File: src/rtl/sobel_gradient_engine_if.sv
// Window-in / pixel-out bundle between sobel_data_buffer, the gradient engine
// and the output image writer.
interface sobel_gradient_engine_if;
    logic [7:0] d0_i;
    logic [7:0] d1_i;
    logic [7:0] d2_i;
    logic [7:0] d3_i;
    logic [7:0] d4_i;
    logic [7:0] d5_i;
    logic [7:0] d6_i;
    logic [7:0] d7_i;
    logic [7:0] d8_i;
    logic       done_i;
    logic [7:0] mag_o;
    logic [7:0] edge_o;
    logic       done_o;
    logic       frame_done_o;

    modport master (
        output d0_i, d1_i, d2_i, d3_i, d4_i, d5_i, d6_i, d7_i, d8_i, done_i,
        input  mag_o, edge_o, done_o, frame_done_o
    );

    modport slave (
        input  d0_i, d1_i, d2_i, d3_i, d4_i, d5_i, d6_i, d7_i, d8_i, done_i,
        output mag_o, edge_o, done_o, frame_done_o
    );
endinterface

File: src/rtl/sobel_gradient_engine.sv
// Sobel gradient magnitude and thresholded edge pixel per 3x3 window, with an
// output-pixel counter that pulses frame_done_o on the last pixel of a frame.
module sobel_gradient_engine #(
    parameter int THRESHOLD  = 100,
    parameter int OUT_PIXELS = 64516,
    parameter int CNT_W      = 17
) (
    input logic                    clk,
    input logic                    rst,
    sobel_gradient_engine_if.slave win
);

    localparam logic [CNT_W-1:0] LAST_PIX = CNT_W'(OUT_PIXELS - 1);
    localparam logic [31:0]      THR_W    = 32'(THRESHOLD);

    function automatic logic [9:0] abs_grad(input logic signed [10:0] v);
        return v[10] ? 10'(-v) : v[9:0];
    endfunction

    function automatic logic [7:0] sat_mag(input logic [10:0] s);
        return (s > 11'd255) ? 8'hFF : s[7:0];
    endfunction

    function automatic logic [7:0] edge_of(input logic [7:0] m);
        return (32'(m) >= THR_W) ? 8'hFF : 8'h00;
    endfunction

    // Centre pixel carries zero weight in both kernels.
    logic win_unused;
    assign win_unused = ^win.d4_i;

    logic [9:0]        gx_pos, gx_neg, gy_pos, gy_neg;
    logic signed [10:0] gx, gy;

    assign gx_pos = {2'b00, win.d2_i} + {1'b0, win.d5_i, 1'b0} + {2'b00, win.d8_i};
    assign gx_neg = {2'b00, win.d0_i} + {1'b0, win.d3_i, 1'b0} + {2'b00, win.d6_i};
    assign gy_pos = {2'b00, win.d6_i} + {1'b0, win.d7_i, 1'b0} + {2'b00, win.d8_i};
    assign gy_neg = {2'b00, win.d0_i} + {1'b0, win.d1_i, 1'b0} + {2'b00, win.d2_i};
    assign gx     = signed'({1'b0, gx_pos}) - signed'({1'b0, gx_neg});
    assign gy     = signed'({1'b0, gy_pos}) - signed'({1'b0, gy_neg});

    logic signed [10:0] gx_p0, gy_p0;
    logic [9:0]         abs_gx_p1, abs_gy_p1;
    logic [10:0]        sum_p2;
    logic [7:0]         mag_p3, edge_p3;
    logic               vld_p0, vld_p1, vld_p2, vld_p3;
    logic [CNT_W-1:0]   pix_cnt;
    logic               last_pix;

    always_ff @(posedge clk or negedge rst) begin
        if (!rst) begin
            vld_p0    <= 1'b0;
            vld_p1    <= 1'b0;
            vld_p2    <= 1'b0;
            vld_p3    <= 1'b0;
            gx_p0     <= '0;
            gy_p0     <= '0;
            abs_gx_p1 <= '0;
            abs_gy_p1 <= '0;
            sum_p2    <= '0;
            mag_p3    <= '0;
            edge_p3   <= '0;
        end else begin
            // p0: signed gradients
            vld_p0 <= win.done_i;
            if (win.done_i) begin
                gx_p0 <= gx;
                gy_p0 <= gy;
            end
            // p1: magnitudes of each gradient
            vld_p1 <= vld_p0;
            if (vld_p0) begin
                abs_gx_p1 <= abs_grad(gx_p0);
                abs_gy_p1 <= abs_grad(gy_p0);
            end
            // p2: L1 gradient sum
            vld_p2 <= vld_p1;
            if (vld_p1) begin
                sum_p2 <= {1'b0, abs_gx_p1} + {1'b0, abs_gy_p1};
            end
            // p3: saturate, threshold and hold the pixel on the output
            vld_p3 <= vld_p2;
            if (vld_p2) begin
                mag_p3  <= sat_mag(sum_p2);
                edge_p3 <= edge_of(sat_mag(sum_p2));
            end
        end
    end

    assign last_pix = vld_p3 && (pix_cnt == LAST_PIX);

    always_ff @(posedge clk or negedge rst) begin
        if (!rst) begin
            pix_cnt <= '0;
        end else if (vld_p3) begin
            pix_cnt <= last_pix ? '0 : pix_cnt + 1'b1;
        end
    end

    assign win.mag_o        = mag_p3;
    assign win.edge_o       = edge_p3;
    assign win.done_o       = vld_p3;
    assign win.frame_done_o = last_pix;

endmodule
File: src/flat_wrapper.sv
// flat-port wrapper written by rule: the top's interface ports become plain ports
module sobel_gradient_engine_flat 
#(
    parameter int THRESHOLD  = 100,
    parameter int OUT_PIXELS = 64516,
    parameter int CNT_W      = 17
)
  (clk, rst, win_d0_i, win_d1_i, win_d2_i, win_d3_i, win_d4_i, win_d5_i, win_d6_i, win_d7_i, win_d8_i, win_done_i, win_mag_o, win_edge_o, win_done_o, win_frame_done_o);
  sobel_gradient_engine_if win_i ();
  input logic clk;
  input logic rst;
  input wire logic [$bits(win_i.d0_i)-1:0] win_d0_i;
  input wire logic [$bits(win_i.d1_i)-1:0] win_d1_i;
  input wire logic [$bits(win_i.d2_i)-1:0] win_d2_i;
  input wire logic [$bits(win_i.d3_i)-1:0] win_d3_i;
  input wire logic [$bits(win_i.d4_i)-1:0] win_d4_i;
  input wire logic [$bits(win_i.d5_i)-1:0] win_d5_i;
  input wire logic [$bits(win_i.d6_i)-1:0] win_d6_i;
  input wire logic [$bits(win_i.d7_i)-1:0] win_d7_i;
  input wire logic [$bits(win_i.d8_i)-1:0] win_d8_i;
  input wire logic [$bits(win_i.done_i)-1:0] win_done_i;
  output wire logic [$bits(win_i.mag_o)-1:0] win_mag_o;
  output wire logic [$bits(win_i.edge_o)-1:0] win_edge_o;
  output wire logic [$bits(win_i.done_o)-1:0] win_done_o;
  output wire logic [$bits(win_i.frame_done_o)-1:0] win_frame_done_o;
  assign win_i.d0_i = win_d0_i;
  assign win_i.d1_i = win_d1_i;
  assign win_i.d2_i = win_d2_i;
  assign win_i.d3_i = win_d3_i;
  assign win_i.d4_i = win_d4_i;
  assign win_i.d5_i = win_d5_i;
  assign win_i.d6_i = win_d6_i;
  assign win_i.d7_i = win_d7_i;
  assign win_i.d8_i = win_d8_i;
  assign win_i.done_i = win_done_i;
  assign win_mag_o = win_i.mag_o;
  assign win_edge_o = win_i.edge_o;
  assign win_done_o = win_i.done_o;
  assign win_frame_done_o = win_i.frame_done_o;
  sobel_gradient_engine #(.THRESHOLD(THRESHOLD), .OUT_PIXELS(OUT_PIXELS), .CNT_W(CNT_W)) u_core (.clk(clk), .rst(rst), .win(win_i));
endmodule
File: config.mk
export PLATFORM = sky130hd
export DESIGN_NAME = sobel_gradient_engine_flat
export DESIGN_NICKNAME = d
export VERILOG_FILES = /design/src/rtl/sobel_gradient_engine_if.sv /design/src/rtl/sobel_gradient_engine.sv /design/src/flat_wrapper.sv
export SDC_FILE = /design/constraint.sdc
export NUM_CORES = 1
export LEC_CHECK = 0
export BUFFER_PORTS_ARGS = -buffer_cell sky130_fd_sc_hd__buf_4
export CAP_MARGIN = 20
export CORE_MARGIN = 3
export CORE_UTILIZATION = 59
export DETAILED_ROUTE_END_ITERATION = 16
export PLACE_DENSITY = 0.82
export SLEW_MARGIN = 5
export SYNTH_ARGS = -nofsm -noshare
export SYNTH_HDL_FRONTEND = slang
export SYNTH_SLANG_ARGS = --single-unit
File: constraint.sdc
create_clock -name clk -period 2.22 [get_ports clk]
set_clock_uncertainty 0.05 [all_clocks]
set_input_delay 0.333 -clock clk [delete_from_list [all_inputs] [get_ports clk]]
set_output_delay 0.333 -clock clk [all_outputs]
set_load 0.005 [all_outputs]
==> flow_summary.ini, run 1 <==
[placement]
hpwlAfterDp_mm = 11.0
port_buffers = 84
dp_cells = 917
gp_congestion = 0.851

[finish]
final_common_cell = buf_4
nets = 981
area_growth_pct = 27.5
drive_gt1_frac = 0.317
final_cell_count_no_fill = 947
n_fill_cell = 651
fin_util = 0.793
diodes = 0
layout_common_cells = buf_4 (129), inv_1 (111), dfrtp_1 (83)

[synthesis]
yosysWarnings = 0
netlist_instances = 671
synth_area_um2 = 6570
yosys_most_used_dff = dfrtp_1
synth.avg_cell_area_um2 = 9.79
synth-edff-count = 0
synth-seq-cells = 83
ys_seq_area_frac = 0.316
synth_cell_type_count = 53
synthArstFlopShare = 1.00
syn-num-nets = 846

[die]
num_rows = 37
die_w_um = 112
ioPinCount = 93
die-height_um = 112
core_um2 = 10600
die_area_um2 = 12400
start_util = 0.622

[sta]
hold_violations = 0
period_share = 1.46
min_period_ns = 3.25
fmax_mhz = 308
worst_slew_pin_slew_ns = 0.549
setup_ws_ns = -1.03
relSlewSlack = 0.634
finalSetupViolations = 18
rsz0062_at_grt = yes
drv_slew = 0

[clocking]
numCtsBuffers = 9
cts.htree.levels = 3
clk_pin_slew_ns = 0.08
cts_tree = yes
clk_path_buf_depth = 2
cts.sink_count = 83
cts_root_buf = clkbuf_8
clock_latency_ns = 0.36

[flow_run]
drv_cap = 0

[drt]
wirelength_mm = 15.2
drt-vias-per-instance = 5.58
drtIter0Drc = 259
vias = 5286
dr.pass1.iters = 5
drc = 0
wl_per_cell_um = 16.0
ant_nets = 0

[global_routing]
grt_pass1_vias = 5528
grt-ovfl-total = 0
antenna_found_initial = 0
grtUsageTotal = 0.236
grt_first_pass_wirelength_mm = 24.0
grt_start_max_net_pins = 44

[critical_path]
worstSetupPathType = input pin to register
timing.critical_path.max_delay_family = adder cells
crit_buf_inv = 4
arrival_ns = 3.50
worst_setup_path_end_kind = register
path_cells = buf_8 -> inv_12 -> fa_1 -> inv_2 -> fa_2 -> fa_1 -> ha_4 -> inv_2 -> fa_2 -> nor2b_4 -> o31a_1 -> o211ai_1 -> a2111o_1 -> nand3_2
cp_slowest_cell = fa_1
cp.required_ns = 2.47
critPathLaunchType = input pin
slowest_delay_ns = 0.57
cp_max_fo = 3

[pwr]
power_frac_clock = 0.087
p_sw_mw = 4.58
power_mw = 10.9
combPwrFrac = 0.668
internal-power_mw = 6.33
p_leak_nw = 4.08
seqPwrFrac = 0.245
power.density_nw_per_um2 = 1300
vdd_drop_max_mv = 0.659
sw_frac_of_total = 0.420

[worst_hold_path]
hold_class = input pin to register

[run_status]
violations = setup timing
status = complete, but fails checks
## cells by family (layout without fill, tap and decap cells)
kind of cell / Yosys count / count (layout) / synth area share
xor gates and xnor gates: 38 / 38 / 0.0507
DFF: 83 / 83 / 0.316
and+or+nand+nor: 149 / 149 / 0.115
muxes: 15 / 15 / 0.0251
AOI/OAI and AO/OA: 120 / 120 / 0.127
adders and majority gates: 100 / 100 / 0.263
buffers and inverters: 166 / 306 / 0.103
## stage by stage
stage               setup TNS, ns  setup WS (ns)  instance area [um2]  hold WS [ns]
floorplan                  -14.13          -1.04                 6800       -0.0126
global placement           -18.92          -1.25                 7840         0.291
detailed placement         -20.39          -1.39                 7840         0.295
CTS                        -11.49         -0.863                 8220         0.205
global route               -14.20          -1.06                 8370         0.211
finish                     -13.20          -1.03                 8370         0.221
## what timing repair did
| item | 4_1_cts | 5_1_grt |
|---|---|---|
| setup buffers | 8 | 6 |
| endpoints found under the setup margin | 19 | 20 |
| pin swaps | 38 | 31 |
| gates resized for setup | 39 | 25 |
| hold buffers | 1 | 0 |
| endpoints found under the hold margin | 40 | 0 |
## path summary, 6_finish.rpt
kind                                     startpoint                 end  slack [ns]  cells after the start
worst min-delay path                     win_done_i       u_core.vld_p0        0.22                      1
worst min register to register   u_core.pix_cnt[16]  u_core.pix_cnt[16]        0.43                      1
worst max-delay path                    win_d8_i[0]     u_core.gx_p0[9]       -1.03                     14
worst max register to register  u_core.abs_gy_p1[6]    u_core.sum_p2[9]        0.12                      6
max in group asynchronous                       rst     u_core.gx_p0[2]        1.09                      3
min in group asynchronous                       rst    u_core.sum_p2[2]        0.44                      2
## Yosys cell counts, drive strengths merged (3+ instances only)
library cell  count  area, um2
o31a              3       27.5
mux2i             3       30.0
nor3b             4       30.0
a21o              6       45.0
nor2b             9       56.3
o211ai           11       82.6
o21bai            3       22.5
o31ai             8       87.6
and3              5       31.3
a21oi            30        150
o21ai            19       95.1
inv             144        541
nand3            11       55.1
nand3b            5       37.5
or4               5       45.0
buf              12       96.3
a211oi            5       37.5
nor4              4       25.0
nand4             8       50.1
a31oi             7       43.8
o22a              7       61.3
fa               63       1260
or3               5       31.3
o21a              6       45.0
o2bb2ai           3       26.3
nor2             44        165
nand2            30        113
xor2             23        201
dfrtp            83       2080
nor3             15       86.3
clkbuf            9       33.8
ha               37        463
xnor2            15        131
mux2             12        135
## power groups by stage
stage,registers [mW],logic [mW],clock network (mW)
floorplan,2.51,4.50,0
global placement,2.65,5.86,0
detailed placement,2.69,6.12,0
CTS,2.66,6.59,0.975
global route,2.76,7.97,1.03
finish,2.67,7.28,0.953
## state kept, by name (all words and copies together), names as in the netlist
signal / count
u_core.pix_cnt: 17
u_core.gx_p0: 11
u_core.gy_p0: 11
u_core.sum_p2: 11
u_core.abs_gx_p1: 10
u_core.abs_gy_p1: 10
u_core.win.mag_o: 8
u_core.vld_p0: 1
u_core.vld_p1: 1
u_core.vld_p2: 1
u_core.win.done_o: 1
u_core.win.edge_o: 1
## layer usage
| layer | up-vias | share of wire | track usage |
|---|---|---|---|
| li1 | 2466 | - | - |
| met1 | 2582 | 0.38 | 0.263 |
| met2 | 177 | 0.53 | 0.425 |
| met3 | 61 | 0.036 | 0.0293 |
| met4 | 0 | 0.053 | 0.150 |
| met5 | - | 0 | 0 |
## cell type report
type                    instances  area (um2)  area share
multi-input cells             422        4220       0.504
flip-flops and latches         83        2080       0.248
repair buffers                145        1160       0.139
inverters                     145         572      0.0683
well taps                     136         170      0.0203
clock buffers                  12         145      0.0173
clock inverters                 4        26.3     0.00314
(Power assumes the default switching activity.)
==> run 2: changes to the inputs <==
RECOVER_POWER = 50   (was not set)
==> flow_summary.ini, run 2 (same netlist as run 1, synthesis figures left out) <==
[run_status]
status = complete, but fails checks
violations = setup timing

[critical_path]
cp_max_fo = 3
critPathLaunchType = input pin
cp.required_ns = 2.47
worstSetupPathType = input pin to register
path_cells = buf_8 -> inv_12 -> fa_1 -> inv_2 -> fa_2 -> fa_1 -> ha_4 -> inv_2 -> fa_2 -> nor2b_4 -> o31a_1 -> o211ai_1 -> a2111o_1 -> nand3_2
slowest_delay_ns = 0.57
timing.critical_path.max_delay_family = adder cells
cp_slowest_cell = fa_1
worst_setup_path_end_kind = register
crit_buf_inv = 4
arrival_ns = 3.50

[global_routing]
grt-ovfl-total = 0
grt_first_pass_wirelength_mm = 24.0
grtUsageTotal = 0.236
antenna_found_initial = 0
grt_pass1_vias = 5528
grt_start_max_net_pins = 44

[flow_run]
drv_cap = 0

[clocking]
cts_root_buf = clkbuf_8
cts_tree = yes
numCtsBuffers = 9
cts.htree.levels = 3
clk_path_buf_depth = 2
cts.sink_count = 83
clk_pin_slew_ns = 0.08
clock_latency_ns = 0.36

[die]
die_area_um2 = 12400
core_um2 = 10600
start_util = 0.622
num_rows = 37
die_w_um = 112
die-height_um = 112
ioPinCount = 93

[sta]
setup_ws_ns = -1.03
fmax_mhz = 307
hold_slack_ns = 0.222
period_share = 1.46
worst_slew_pin_slew_ns = 1.01
min_period_ns = 3.25
drv_slew = 0
finalSetupViolations = 18
hold_violations = 0
rsz0062_at_grt = yes
relSlewSlack = 0.330

[finish]
nets = 981
n_fill_cell = 655
final_common_cell = buf_4
diodes = 0
final_area_um2 = 8350
largest_reg_flops = 17
drive_gt1_frac = 0.313
layout_common_cells = buf_4 (125), inv_1 (111), dfrtp_1 (83)
regMostFlops = u_core.pix_cnt
fin_util = 0.791
area_growth_pct = 27.1

[drt]
drc = 0
wirelength_mm = 15.2
drt-met1-wl_mm = 5.86
drt-vias-per-instance = 5.56
wl_per_cell_um = 16.0
dr.pass1.iters = 5
ant_nets = 0
drtIter0Drc = 287
dr_wl_met3_um = 524
dr_wl_met2_mm = 7.99
routed.top_layer = met4
vias = 5268

[pwr]
vdd_drop_max_mv = 0.659
p_leak_nw = 4.06
power.density_nw_per_um2 = 1310

[placement]
port_buffers = 84
gp_congestion = 0.851
hpwlAfterDp_mm = 11.0
placed_area_um2 = 7840

[worst_hold_path]
hold_class = input pin to register
[run 2: cell count changes in the layout (fill, tap and decap cells not counted)]
cell	previous run	this run
buf_12	1	0
buf_4	129	125
clkbuf_1	2	5
clkbuf_2	0	1
clkbuf_4	0	1
[run 2: path summary, 6_finish.rpt]
check	startpoint	end	slack (ns)	cells after the start
max	win_d8_i[0]	u_core.gx_p0[9]	-1.03	14
min	win_done_i	u_core.vld_p0	0.22	1
max reg2reg	u_core.abs_gy_p1[6]	u_core.sum_p2[9]	0.11	6
min reg2reg	u_core.pix_cnt[16]	u_core.pix_cnt[16]	0.43	1
max in group asynchronous	rst	u_core.gx_p0[7]	0.32	3
min in group asynchronous	rst	u_core.win.mag_o[1]	0.62	2
[run 2: layer usage]
layer / vias to the layer above / GRT usage
met3: 63 / 0.0293
met4: 0 / 0.150
li1: 2468 / -
met2: 173 / 0.425
met1: 2564 / 0.263
met5: - / 0
[run 2: timing repair]
action                                  in CTS  in global routing
hold buffers                                 1                  0
hold endpoints to repair                    40                  0
gates cloned                                 0                  0
resized for setup                           39                 25
pin swaps                                   38                 31
buffers inserted                             8                  6
endpoints found under the setup margin      19                 20
[run 2: area by class of cell]
cell class	instances	area, um2	share of cell area
Clock buffer	12	145	0.0174
Clock inverter	4	26.3	0.00315
Inverter	145	572	0.0685
Multi-Input combinational cell	422	4220	0.505
Sequential cell	83	2080	0.249
Tap cell	136	170	0.0204
Timing Repair Buffer	145	1140	0.136
[run 2: where the power goes]
group	internal (mW)	switching, mW	total [mW]
Clock	0.435	0.518	0.953
Sequential	2.10	0.567	2.67
Combinational	3.79	3.49	7.28
[run 2: metrics by stage]
stage                     power (mW)  TNS (ns)  cells  worst slack [ns]
after floorplan                 7.01    -14.13    671             -1.04
after global placement          8.51    -18.92    917             -1.25
after detailed placement        8.81    -20.39    917             -1.39
after CTS                       10.2    -11.49    941            -0.863
after global routing            11.8    -14.20    947             -1.06
final                           10.9    -13.22    947             -1.03
==> run 3: changes to the inputs <==
clock period = 3.3 ns   (was 2.22 ns; I/O delays follow)
==> flow_summary.ini, run 3 (same netlist as run 1, synthesis figures left out) <==
[sta]
finalSetupViolations = 2
drv_slew = 34
fin_setup_tns_ns = -0.0669
rsz0062_at_grt = yes
period_share = 1.02
fmax_mhz = 298
worst_slew_pin_slew_ns = 1.68
setup_ws_ns = -0.0556
relSlewSlack = -0.120
min_period_ns = 3.36
hold_violations = 0

[clocking]
clock_latency_ns = 0.35
cts_tree = yes
clk_pin_slew_ns = 0.09
cts.htree.levels = 3
clk_path_buf_depth = 2
cts.sink_count = 83
numCtsBuffers = 9
cts_root_buf = clkbuf_8

[placement]
hpwlAfterDp_mm = 10.4
port_buffers = 84
gp_congestion = 0.818
placed_area_um2 = 7690

[run_status]
status = complete, but fails checks
violations = capacitance limit, slew limit, setup timing

[drt]
wl_per_cell_um = 14.2
vias = 4959
wirelength_mm = 13.2
drtIter0Drc = 377
drt-vias-per-instance = 5.34
ant_nets = 0
dr.pass1.iters = 4
drc = 0

[finish]
final_common_cell = inv_1
final_area_um2 = 8080
area_growth_pct = 23.0
diodes = 0
drive_gt1_frac = 0.264
layout_common_cells = inv_1 (127), buf_4 (116), dfrtp_1 (83)
regMostFlops = u_core.pix_cnt
nets = 963
largest_reg_flops = 17

[die]
core_um2 = 10600
die_area_um2 = 12400
ioPinCount = 93
start_util = 0.622
num_rows = 37
die-height_um = 112
die_w_um = 112

[worst_hold_path]
min_to = u_core.vld_p0
hold_class = input pin to register
holdPathStages = 1
hp-start = win_done_i

[global_routing]
antenna_found_initial = 0
grtUsageTotal = 0.216
grt-ovfl-total = 0
grt_first_pass_wirelength_mm = 22.9
grt_start_max_net_pins = 84
grt_pass1_vias = 5290

[pwr]
internal-power_mw = 4.06
power_mw = 6.83
p_sw_mw = 2.77
vdd_drop_max_mv = 0.412
power.density_nw_per_um2 = 845
combPwrFrac = 0.624
seqPwrFrac = 0.265
sw_frac_of_total = 0.406
p_leak_nw = 3.96
power_frac_clock = 0.111

[critical_path]
worst_setup_path_end_kind = register
r2r_slack_ns = 1.05
worstSetupPathType = input pin to register
reg2reg_depth = 6
critPathLaunchType = input pin
rr_startpoint = u_core.abs_gy_p1[6]
arrival_ns = 3.56
rr_endpoint = u_core.sum_p2[9]
cp.required_ns = 3.51
cp_max_fo = 2

[flow_run]
drv_cap = 1
-- run 3: how the worst max path moves through the flow --
| stage | from | end | slack, ns | cells past startpoint |
|---|---|---|---|---|
| 3_3_place_gp | win_d3_i[1] | u_core.gx_p0[8] | -0.38 | 13 |
| 5_1_grt | win_d8_i[0] | u_core.gx_p0[9] | -0.14 | 14 |
| 2_1_floorplan | win_d3_i[1] | u_core.gx_p0[8] | -0.12 | 12 |
| 6_report | win_d2_i[2] | u_core.gx_p0[7] | -0.06 | 13 |
| 4_1_cts | win_d2_i[4] | u_core.gx_p0[7] | -0.04 | 13 |
| 3_5_place_dp | win_d3_i[1] | u_core.gx_p0[8] | -0.44 | 13 |
-- run 3: layer usage --
metal  share of wire  GRT usage
met5               0          0
met3           0.036     0.0277
met4           0.014     0.0714
met1            0.43      0.271
met2            0.52      0.388
-- run 3: through the flow --
stage | cells | hold WS [ns] | util | worst slack, ns
5_1_grt | 929 | 0.394 | 0.765 | -0.136
3_5_place_dp | 905 | 0.417 | 0.728 | -0.438
2_1_floorplan | 671 | 0.149 | - | -0.125
6_report | 929 | 0.392 | 0.765 | -0.0556
4_1_cts | 927 | 0.289 | 0.754 | -0.0399
3_3_place_gp | 905 | 0.416 | 0.728 | -0.375
-- run 3: critical path, stage by stage --
cell and delay (ns):
buf_6 0.10, fa_1 0.49, fa_1 0.53, inv_2 0.04, fa_1 0.52, buf_4 0.13, fa_2 0.23, nor2b_4 0.05
o31a_1 0.26, buf_4 0.15, o21a_1 0.19, o21a_1 0.17, o31ai_1 0.21
-- run 3: final cells by class --
type	count	area, um2
clock buffer	11	151
clock inverter	5	60.1
fill	707	2480
inverter	145	574
multi-input combinational	422	4060
sequential	83	2080
tap	136	170
timing repair buffer	127	985
-- run 3: power groups by stage --
stage | registers (mW) | clock network [mW] | logic (mW)
after floorplan | 1.69 | 0 | 2.95
after detailed placement | 1.82 | 0 | 3.97
after CTS | 1.80 | 0.772 | 4.11
after global routing | 1.86 | 0.814 | 4.78
final | 1.81 | 0.757 | 4.26
after global placement | 1.80 | 0 | 3.81
-- run 3: timing repair --
action,CTS,global route
hold buffers,0,0
pin swaps,10,37
gates resized for setup,4,24
setup endpoints to repair,3,11
setup buffers,6,1
